File: src/rtl/cpcs_rx_sync_if.sv
// Code-group stream and sync status bundle between the 8b/10b receive decode logic
// and the code-group synchronization controller.
interface cpcs_rx_sync_if #(
  parameter int CNT_W = 16
);
  logic             CG_VALID;
  logic             COMMA;
  logic             CERR;
  logic             PD6BU;
  logic             ND6BU;
  logic             PD4BU;
  logic             ND4BU;
  logic             PD6BC;
  logic             ND6BC;
  logic             PD4BC;
  logic             ND4BC;
  logic             CNT_CLR;
  logic             SYNC_OK;
  logic             RX_EVEN;
  logic             RD_POS;
  logic             DISP_ERR;
  logic             CG_BAD;
  logic [3:0]       STATE;
  logic [CNT_W-1:0] CERR_CNT;
  logic [CNT_W-1:0] DISP_CNT;
  logic [CNT_W-1:0] LOSS_CNT;

  modport master (
    output CG_VALID, COMMA, CERR,
    output PD6BU, ND6BU, PD4BU, ND4BU,
    output PD6BC, ND6BC, PD4BC, ND4BC,
    output CNT_CLR,
    input  SYNC_OK, RX_EVEN, RD_POS, DISP_ERR, CG_BAD, STATE,
    input  CERR_CNT, DISP_CNT, LOSS_CNT
  );

  modport slave (
    input  CG_VALID, COMMA, CERR,
    input  PD6BU, ND6BU, PD4BU, ND4BU,
    input  PD6BC, ND6BC, PD4BC, ND4BC,
    input  CNT_CLR,
    output SYNC_OK, RX_EVEN, RD_POS, DISP_ERR, CG_BAD, STATE,
    output CERR_CNT, DISP_CNT, LOSS_CNT
  );
endinterface

File: src/rtl/cpcs_rx_sync.sv
// Receive code-group synchronization: running disparity tracking, disparity error
// detection, acquire/lose sync FSM with even/odd tracking, and saturating statistics.
module cpcs_rx_sync #(
  parameter int CNT_W    = 16,
  parameter int GOOD_RUN = 4
) (
  input  logic           RX_CLK,
  input  logic           RESET_N,
  cpcs_rx_sync_if.slave  bus
);

  typedef enum logic [3:0] {
    LOS  = 4'd0,
    CD1  = 4'd1,
    ACQ1 = 4'd2,
    CD2  = 4'd3,
    ACQ2 = 4'd4,
    CD3  = 4'd5,
    SA1  = 4'd6,
    SA2  = 4'd7,
    SA3  = 4'd8,
    SA4  = 4'd9
  } sync_state_t;

  localparam int GW = (GOOD_RUN < 2) ? 1 : $clog2(GOOD_RUN + 1);

  sync_state_t   state_reg;
  logic          sync_ok_reg;
  logic          rx_even_reg;
  logic          rd_pos_reg;
  logic          disp_err_reg;
  logic          cg_bad_reg;
  logic [GW-1:0] good_cnt_reg;

  logic          rd_mid;
  logic          rd_next;
  logic          err_6b;
  logic          err_4b;
  logic          disp_err_now;
  logic          cg_bad_now;
  logic          even_now;
  logic          odd_comma;
  logic          sa_bad;
  logic [GW-1:0] good_cnt_inc;
  logic          good_done;

  // The 4b sub-block is judged against the disparity left by the 6b sub-block.
  assign rd_mid       = bus.PD6BU ? 1'b1 : (bus.ND6BU ? 1'b0 : rd_pos_reg);
  assign rd_next      = bus.PD4BU ? 1'b1 : (bus.ND4BU ? 1'b0 : rd_mid);
  assign err_6b       = (!rd_pos_reg & bus.PD6BC) | (rd_pos_reg & bus.ND6BC);
  assign err_4b       = (!rd_mid & bus.PD4BC) | (rd_mid & bus.ND4BC);
  assign disp_err_now = err_6b | err_4b;
  assign cg_bad_now   = bus.CERR | disp_err_now;

  assign even_now     = !rx_even_reg;
  assign odd_comma    = bus.COMMA & !even_now;
  assign sa_bad       = cg_bad_now | odd_comma;

  assign good_cnt_inc = good_cnt_reg + GW'(1);
  assign good_done    = (good_cnt_inc == GW'(GOOD_RUN));

  always_ff @(posedge RX_CLK) begin
    if (!RESET_N) begin
      state_reg    <= LOS;
      sync_ok_reg  <= 1'b0;
      rx_even_reg  <= 1'b0;
      rd_pos_reg   <= 1'b0;
      disp_err_reg <= 1'b0;
      cg_bad_reg   <= 1'b0;
      good_cnt_reg <= '0;
    end else if (bus.CG_VALID) begin
      rd_pos_reg   <= rd_next;
      disp_err_reg <= disp_err_now;
      cg_bad_reg   <= cg_bad_now;
      rx_even_reg  <= even_now;

      case (state_reg)
        LOS: begin
          // Any comma restarts detection here; odd position is not yet meaningful.
          if (bus.COMMA && !cg_bad_now) begin
            state_reg   <= CD1;
            rx_even_reg <= 1'b1;
          end
        end

        CD1: begin
          if (cg_bad_now) begin
            state_reg <= LOS;
          end else begin
            state_reg   <= ACQ1;
            rx_even_reg <= 1'b0;
          end
        end

        CD2: begin
          if (cg_bad_now) begin
            state_reg <= LOS;
          end else begin
            state_reg   <= ACQ2;
            rx_even_reg <= 1'b0;
          end
        end

        CD3: begin
          if (cg_bad_now) begin
            state_reg <= LOS;
          end else begin
            state_reg   <= SA1;
            sync_ok_reg <= 1'b1;
            rx_even_reg <= 1'b0;
          end
        end

        ACQ1: begin
          if (cg_bad_now || odd_comma) begin
            state_reg <= LOS;
          end else if (bus.COMMA && even_now) begin
            state_reg <= CD2;
          end
        end

        ACQ2: begin
          if (cg_bad_now || odd_comma) begin
            state_reg <= LOS;
          end else if (bus.COMMA && even_now) begin
            state_reg <= CD3;
          end
        end

        SA1: begin
          if (sa_bad) begin
            state_reg    <= SA2;
            good_cnt_reg <= '0;
          end
        end

        SA2: begin
          if (sa_bad) begin
            state_reg    <= SA3;
            good_cnt_reg <= '0;
          end else if (good_done) begin
            state_reg    <= SA1;
            good_cnt_reg <= '0;
          end else begin
            good_cnt_reg <= good_cnt_inc;
          end
        end

        SA3: begin
          if (sa_bad) begin
            state_reg    <= SA4;
            good_cnt_reg <= '0;
          end else if (good_done) begin
            state_reg    <= SA2;
            good_cnt_reg <= '0;
          end else begin
            good_cnt_reg <= good_cnt_inc;
          end
        end

        SA4: begin
          if (sa_bad) begin
            state_reg    <= LOS;
            sync_ok_reg  <= 1'b0;
            good_cnt_reg <= '0;
          end else if (good_done) begin
            state_reg    <= SA3;
            good_cnt_reg <= '0;
          end else begin
            good_cnt_reg <= good_cnt_inc;
          end
        end

        default: begin
          state_reg    <= LOS;
          sync_ok_reg  <= 1'b0;
          good_cnt_reg <= '0;
        end
      endcase
    end
  end

  // Statistics: index 0 = code violations, 1 = disparity errors, 2 = sync losses.
  logic [2:0]       cnt_inc;
  logic [CNT_W-1:0] cnt_q [3];

  assign cnt_inc[0] = bus.CG_VALID & bus.CERR;
  assign cnt_inc[1] = bus.CG_VALID & disp_err_now;
  assign cnt_inc[2] = bus.CG_VALID & (state_reg == SA4) & sa_bad;

  genvar gi;
  generate
    for (gi = 0; gi < 3; gi++) begin : g_cnt
      logic [CNT_W-1:0] cnt_reg;

      always_ff @(posedge RX_CLK) begin
        if (!RESET_N) begin
          cnt_reg <= '0;
        end else if (bus.CNT_CLR) begin
          cnt_reg <= '0;
        end else if (cnt_inc[gi] && (cnt_reg != {CNT_W{1'b1}})) begin
          cnt_reg <= cnt_reg + CNT_W'(1);
        end
      end

      assign cnt_q[gi] = cnt_reg;
    end
  endgenerate

  assign bus.STATE    = state_reg;
  assign bus.SYNC_OK  = sync_ok_reg;
  assign bus.RX_EVEN  = rx_even_reg;
  assign bus.RD_POS   = rd_pos_reg;
  assign bus.DISP_ERR = disp_err_reg;
  assign bus.CG_BAD   = cg_bad_reg;
  assign bus.CERR_CNT = cnt_q[0];
  assign bus.DISP_CNT = cnt_q[1];
  assign bus.LOSS_CNT = cnt_q[2];

endmodule

File: src/flat_wrapper.sv
// flat-port wrapper written by rule: the top's interface ports become plain ports
module cpcs_rx_sync_flat 
#(
  parameter int CNT_W    = 16,
  parameter int GOOD_RUN = 4
)
  (RX_CLK, RESET_N, bus_CG_VALID, bus_COMMA, bus_CERR, bus_PD6BU, bus_ND6BU, bus_PD4BU, bus_ND4BU, bus_PD6BC, bus_ND6BC, bus_PD4BC, bus_ND4BC, bus_CNT_CLR, bus_SYNC_OK, bus_RX_EVEN, bus_RD_POS, bus_DISP_ERR, bus_CG_BAD, bus_STATE, bus_CERR_CNT, bus_DISP_CNT, bus_LOSS_CNT);
  cpcs_rx_sync_if #(.CNT_W(CNT_W)) bus_i ();
  input  logic RX_CLK;
  input  logic RESET_N;
  input wire logic [$bits(bus_i.CG_VALID)-1:0] bus_CG_VALID;
  input wire logic [$bits(bus_i.COMMA)-1:0] bus_COMMA;
  input wire logic [$bits(bus_i.CERR)-1:0] bus_CERR;
  input wire logic [$bits(bus_i.PD6BU)-1:0] bus_PD6BU;
  input wire logic [$bits(bus_i.ND6BU)-1:0] bus_ND6BU;
  input wire logic [$bits(bus_i.PD4BU)-1:0] bus_PD4BU;
  input wire logic [$bits(bus_i.ND4BU)-1:0] bus_ND4BU;
  input wire logic [$bits(bus_i.PD6BC)-1:0] bus_PD6BC;
  input wire logic [$bits(bus_i.ND6BC)-1:0] bus_ND6BC;
  input wire logic [$bits(bus_i.PD4BC)-1:0] bus_PD4BC;
  input wire logic [$bits(bus_i.ND4BC)-1:0] bus_ND4BC;
  input wire logic [$bits(bus_i.CNT_CLR)-1:0] bus_CNT_CLR;
  output wire logic [$bits(bus_i.SYNC_OK)-1:0] bus_SYNC_OK;
  output wire logic [$bits(bus_i.RX_EVEN)-1:0] bus_RX_EVEN;
  output wire logic [$bits(bus_i.RD_POS)-1:0] bus_RD_POS;
  output wire logic [$bits(bus_i.DISP_ERR)-1:0] bus_DISP_ERR;
  output wire logic [$bits(bus_i.CG_BAD)-1:0] bus_CG_BAD;
  output wire logic [$bits(bus_i.STATE)-1:0] bus_STATE;
  output wire logic [$bits(bus_i.CERR_CNT)-1:0] bus_CERR_CNT;
  output wire logic [$bits(bus_i.DISP_CNT)-1:0] bus_DISP_CNT;
  output wire logic [$bits(bus_i.LOSS_CNT)-1:0] bus_LOSS_CNT;
  assign bus_i.CG_VALID = bus_CG_VALID;
  assign bus_i.COMMA = bus_COMMA;
  assign bus_i.CERR = bus_CERR;
  assign bus_i.PD6BU = bus_PD6BU;
  assign bus_i.ND6BU = bus_ND6BU;
  assign bus_i.PD4BU = bus_PD4BU;
  assign bus_i.ND4BU = bus_ND4BU;
  assign bus_i.PD6BC = bus_PD6BC;
  assign bus_i.ND6BC = bus_ND6BC;
  assign bus_i.PD4BC = bus_PD4BC;
  assign bus_i.ND4BC = bus_ND4BC;
  assign bus_i.CNT_CLR = bus_CNT_CLR;
  assign bus_SYNC_OK = bus_i.SYNC_OK;
  assign bus_RX_EVEN = bus_i.RX_EVEN;
  assign bus_RD_POS = bus_i.RD_POS;
  assign bus_DISP_ERR = bus_i.DISP_ERR;
  assign bus_CG_BAD = bus_i.CG_BAD;
  assign bus_STATE = bus_i.STATE;
  assign bus_CERR_CNT = bus_i.CERR_CNT;
  assign bus_DISP_CNT = bus_i.DISP_CNT;
  assign bus_LOSS_CNT = bus_i.LOSS_CNT;
  cpcs_rx_sync #(.CNT_W(CNT_W), .GOOD_RUN(GOOD_RUN)) u_core (.RX_CLK(RX_CLK), .RESET_N(RESET_N), .bus(bus_i));
endmodule
File: config.mk
export PLATFORM = sky130hd
export DESIGN_NAME = cpcs_rx_sync_flat
export DESIGN_NICKNAME = d
export VERILOG_FILES = /design/src/rtl/cpcs_rx_sync_if.sv /design/src/rtl/cpcs_rx_sync.sv /design/src/flat_wrapper.sv
export SDC_FILE = /design/constraint.sdc
export NUM_CORES = 1
export LEC_CHECK = 0
export ABC_AREA = 1
export CAP_MARGIN = 20
export CELL_PAD_IN_SITES_DETAIL_PLACEMENT = 1
export CELL_PAD_IN_SITES_GLOBAL_PLACEMENT = 1
export CORE_MARGIN = 2
export CORE_UTILIZATION = 31
export CTS_BUF_LIST = sky130_fd_sc_hd__clkbuf_8
export CTS_CLUSTER_DIAMETER = 150
export CTS_CLUSTER_SIZE = 40
export DETAILED_ROUTE_END_ITERATION = 7
export DONT_BUFFER_PORTS = 1
export MAX_ROUTING_LAYER = met4
export PLACE_DENSITY_LB_ADDON = 0.1
export SLEW_MARGIN = 0
export SYNTH_ARGS = -nofsm -noshare
export SYNTH_HDL_FRONTEND = slang
export SYNTH_SLANG_ARGS = --single-unit
File: constraint.sdc
create_clock -name RX_CLK -period 3.5 [get_ports RX_CLK]
set_input_delay 0.7 -clock RX_CLK [delete_from_list [all_inputs] [get_ports RX_CLK]]
set_output_delay 0.7 -clock RX_CLK [all_outputs]
set_load 0.01 [all_outputs]
==> qor.yml <==
status: "finished, final reports clean"
clock-sinks: 60
ys_top_cells_by_count: "nand2_1 (110), nor2_1 (68), dfxtp_1 (60)"
r2r_cells: 10
clock_latency_ns: 0.35
p_comb_share_pct: 17.7
antenna_found_initial: 0
synth_top_area_share_pct: 36.0
yosys.cell_count.top_type: "nand2_1"
power_mw: 1.89
drt_iter0_markers: 71
die-area_sq_um: 11600
post-route-drc-count: 0
holdPathStages: 1
drive_above_1_share_pct: 11.0
cp_slowest_cell: "dfxtp_1"
postCtsSetupBuffers: 0
globalRouteMet1Util_pct: 21.4
skew_ns: 0.00798
grt_pass1_vias: 3136
max_cap_viol_count: 0
synth_area_per_cell_sq_um: 6.69
cts_root_buf: "clkbuf_8"
dr.pass1.iters: 4
synth_area_leaders: "dfxtp_1 (36%), nand2_1 (12%), nor2_1 (7.6%), inv_1 (6.5%), a21oi_1 (6.1%)"
grt_use_met2_pct: 26.4
cts_buffers: 9
cp.arrival_ns: 2.30
place.gp.congestion: 0.792
hold_viol_final: 0
die_w_um: 108
syn_nets: 518
synth_area_sq_um: 3340
worst_pin_slew_ns: 0.640
cellLeakagePower_nw: 1.40
htreeDepth: 3
synthDistinctLibCells: 39
cp_common_cell: "nand2_1"
ys_warn_count: 0
finalSetupTns_ns: 0
final-setup-viol-count: 0
cp_cell_sequence: "ha_1, nand2_2, nor3_4, nand2_1, nor2_1, nand2_1, nand3_4, inv_2, a21oi_1, nor3_2"
end_kind: "register"
grt_max_degree: 34
hold_end: "u_core.bus.RX_EVEN"
max_freq_mhz: 480
timing.rr.end: "u_core.bus.LOSS_CNT[6]"
p_sw_mw: 0.605
reg2reg_from: "u_core.bus.LOSS_CNT[0]"
ys.flop_type: "dfxtp_1"
crit_path_max_incr_delay_ns: 0.48
ys_async_sr_fraction_pct: 0
coreArea_sq_um: 10400
area_growth_pct: 10.4
grt.total_usage_pct: 17.4
critPathTopFamily: "simple AND/OR/NAND/NOR gates"
vias_per_cell: 4.90
ios: 71
wl_per_cell_um: 14.4
seqPwrFrac_pct: 41.9
dpl.hpwl_um: 6900
sw_frac_of_total_pct: 32.1
die_y_um: 108
synth_edf_count: 0
netlist_instances: 499
ir_drop_v: 0.000199
path_class: "reg2reg"
clk_pin_slew_ns: 0.07
ctsResizeCount: 0
drv_slew: 0
antennaDiodeCount: 0
use_met3_pct: 6.30
multi_input_area_sq_um: 1830
synth_seq_cells: 60
min_from: "bus_CG_VALID"
cts_buffer_depth: 2
portBuffers: 0
regArea_sq_um: 1200
grt_pass1_wl_um: 15500
synth_top_area_cell: "dfxtp_1"
hp-class: "in2reg"
crit_required_ns: 3.72
fin_crit_sh_pct: 59.5
rows: 37
nets: 522
critPathMaxFanout: 16
start_util_pct: 32.2
busiest_layer: "met2"
p_int_mw: 1.28
wl_um: 9270
r2r_slack_ns: 1.42
seq_area_frac_synth_pct: 36.0
min_period_ns: 2.08
num_vias: 3155
overflow: 0
grt_setup_unrepaired: "false"
drtAntennaViolNets: 0
pwr-share-clk_pct: 40.4
path_buf_inv: 1
final.fill_count: 1361
hold_buffers: 0
start_kind: "register"
slew_headroom_pct: 57.3
power.density_nw_per_um2: 511
cts_tree: "done"
routing by layer:
layer | share of wire [%] | vias up
li1 | - | 1621
met1 | 46 | 1463
met2 | 46 | 58
met3 | 6.6 | 13
met4 | 1.4 | 0
met5 | 0 | -
cells in the final DEF (no fill, tap or decap), types with 9 or more instances in the layout:
master,count
inv_1,58
nand2_2,9
nor3_1,22
nand2_1,110
o21ai_0,27
nand3_1,38
nor2_1,67
clkbuf_8,12
a21oi_1,41
dfxtp_1,60
cell type report:
type | count | share of cell area (%)
Inverter | 64 | 6.52
Clock buffer | 12 | 4.48
Clock inverter | 4 | 1.90
Timing Repair Buffer | 1 | 0.204
Multi-Input combinational cell | 367 | 49.7
Sequential cell | 60 | 32.6
Tap cell | 136 | 4.62
cells by family (layout without fill, tap and decap cells):
family	after synthesis	count (layout)	share of synthesized area (%)
AO/OA/AOI/OAI	80	80	12.8
flip-flops	60	60	36.0
adder cells (fa/ha/maj)	5	5	1.87
XOR/XNOR	8	8	2.10
buffers and inverters	72	81	9.25
AND/OR/NAND/NOR	274	274	38.0
per-stage QoR:
| step | hold WS [ns] | std cells | worst slack (ns) | util [%] | cell area [sq um] |
|---|---|---|---|---|---|
| floorplan | 0.464 | 499 | 1.69 | - | 3340 |
| global placement | 0.490 | 628 | 1.37 | 33.3 | 3450 |
| detailed placement | 0.490 | 628 | 1.30 | 33.3 | 3450 |
| CTS | 0.413 | 644 | 1.39 | 35.5 | 3690 |
| global route | 0.426 | 644 | 1.20 | 35.5 | 3690 |
| finish | 0.437 | 644 | 1.42 | 35.5 | 3690 |
worst max-delay path by stage:
stage	slack, ns	endpoint	from	cells after the start
finish	1.42	u_core.bus.LOSS_CNT[6]	u_core.bus.LOSS_CNT[0]	10
global route	1.20	u_core.bus.DISP_CNT[8]	u_core.bus.DISP_CNT[0]	10
CTS	1.39	u_core.bus.LOSS_CNT[6]	u_core.bus.LOSS_CNT[0]	10
detailed placement	1.30	u_core.bus.LOSS_CNT[6]	bus_ND6BC	10
global placement	1.37	u_core.bus.DISP_CNT[8]	bus_ND6BU	12
floorplan	1.69	u_core.bus.STATE[1]	bus_ND6BC	11
power groups by stage:
stage / sequential (mW) / clock (mW) / combinational, mW
after floorplan: 0.785 / 0 / 0.272
after global placement: 0.806 / 0 / 0.327
after detailed placement: 0.807 / 0 / 0.333
after CTS: 0.791 / 0.788 / 0.335
after global routing: 0.800 / 0.822 / 0.386
final: 0.790 / 0.762 / 0.334
Note: power is estimated with default switching activity, not from simulation.
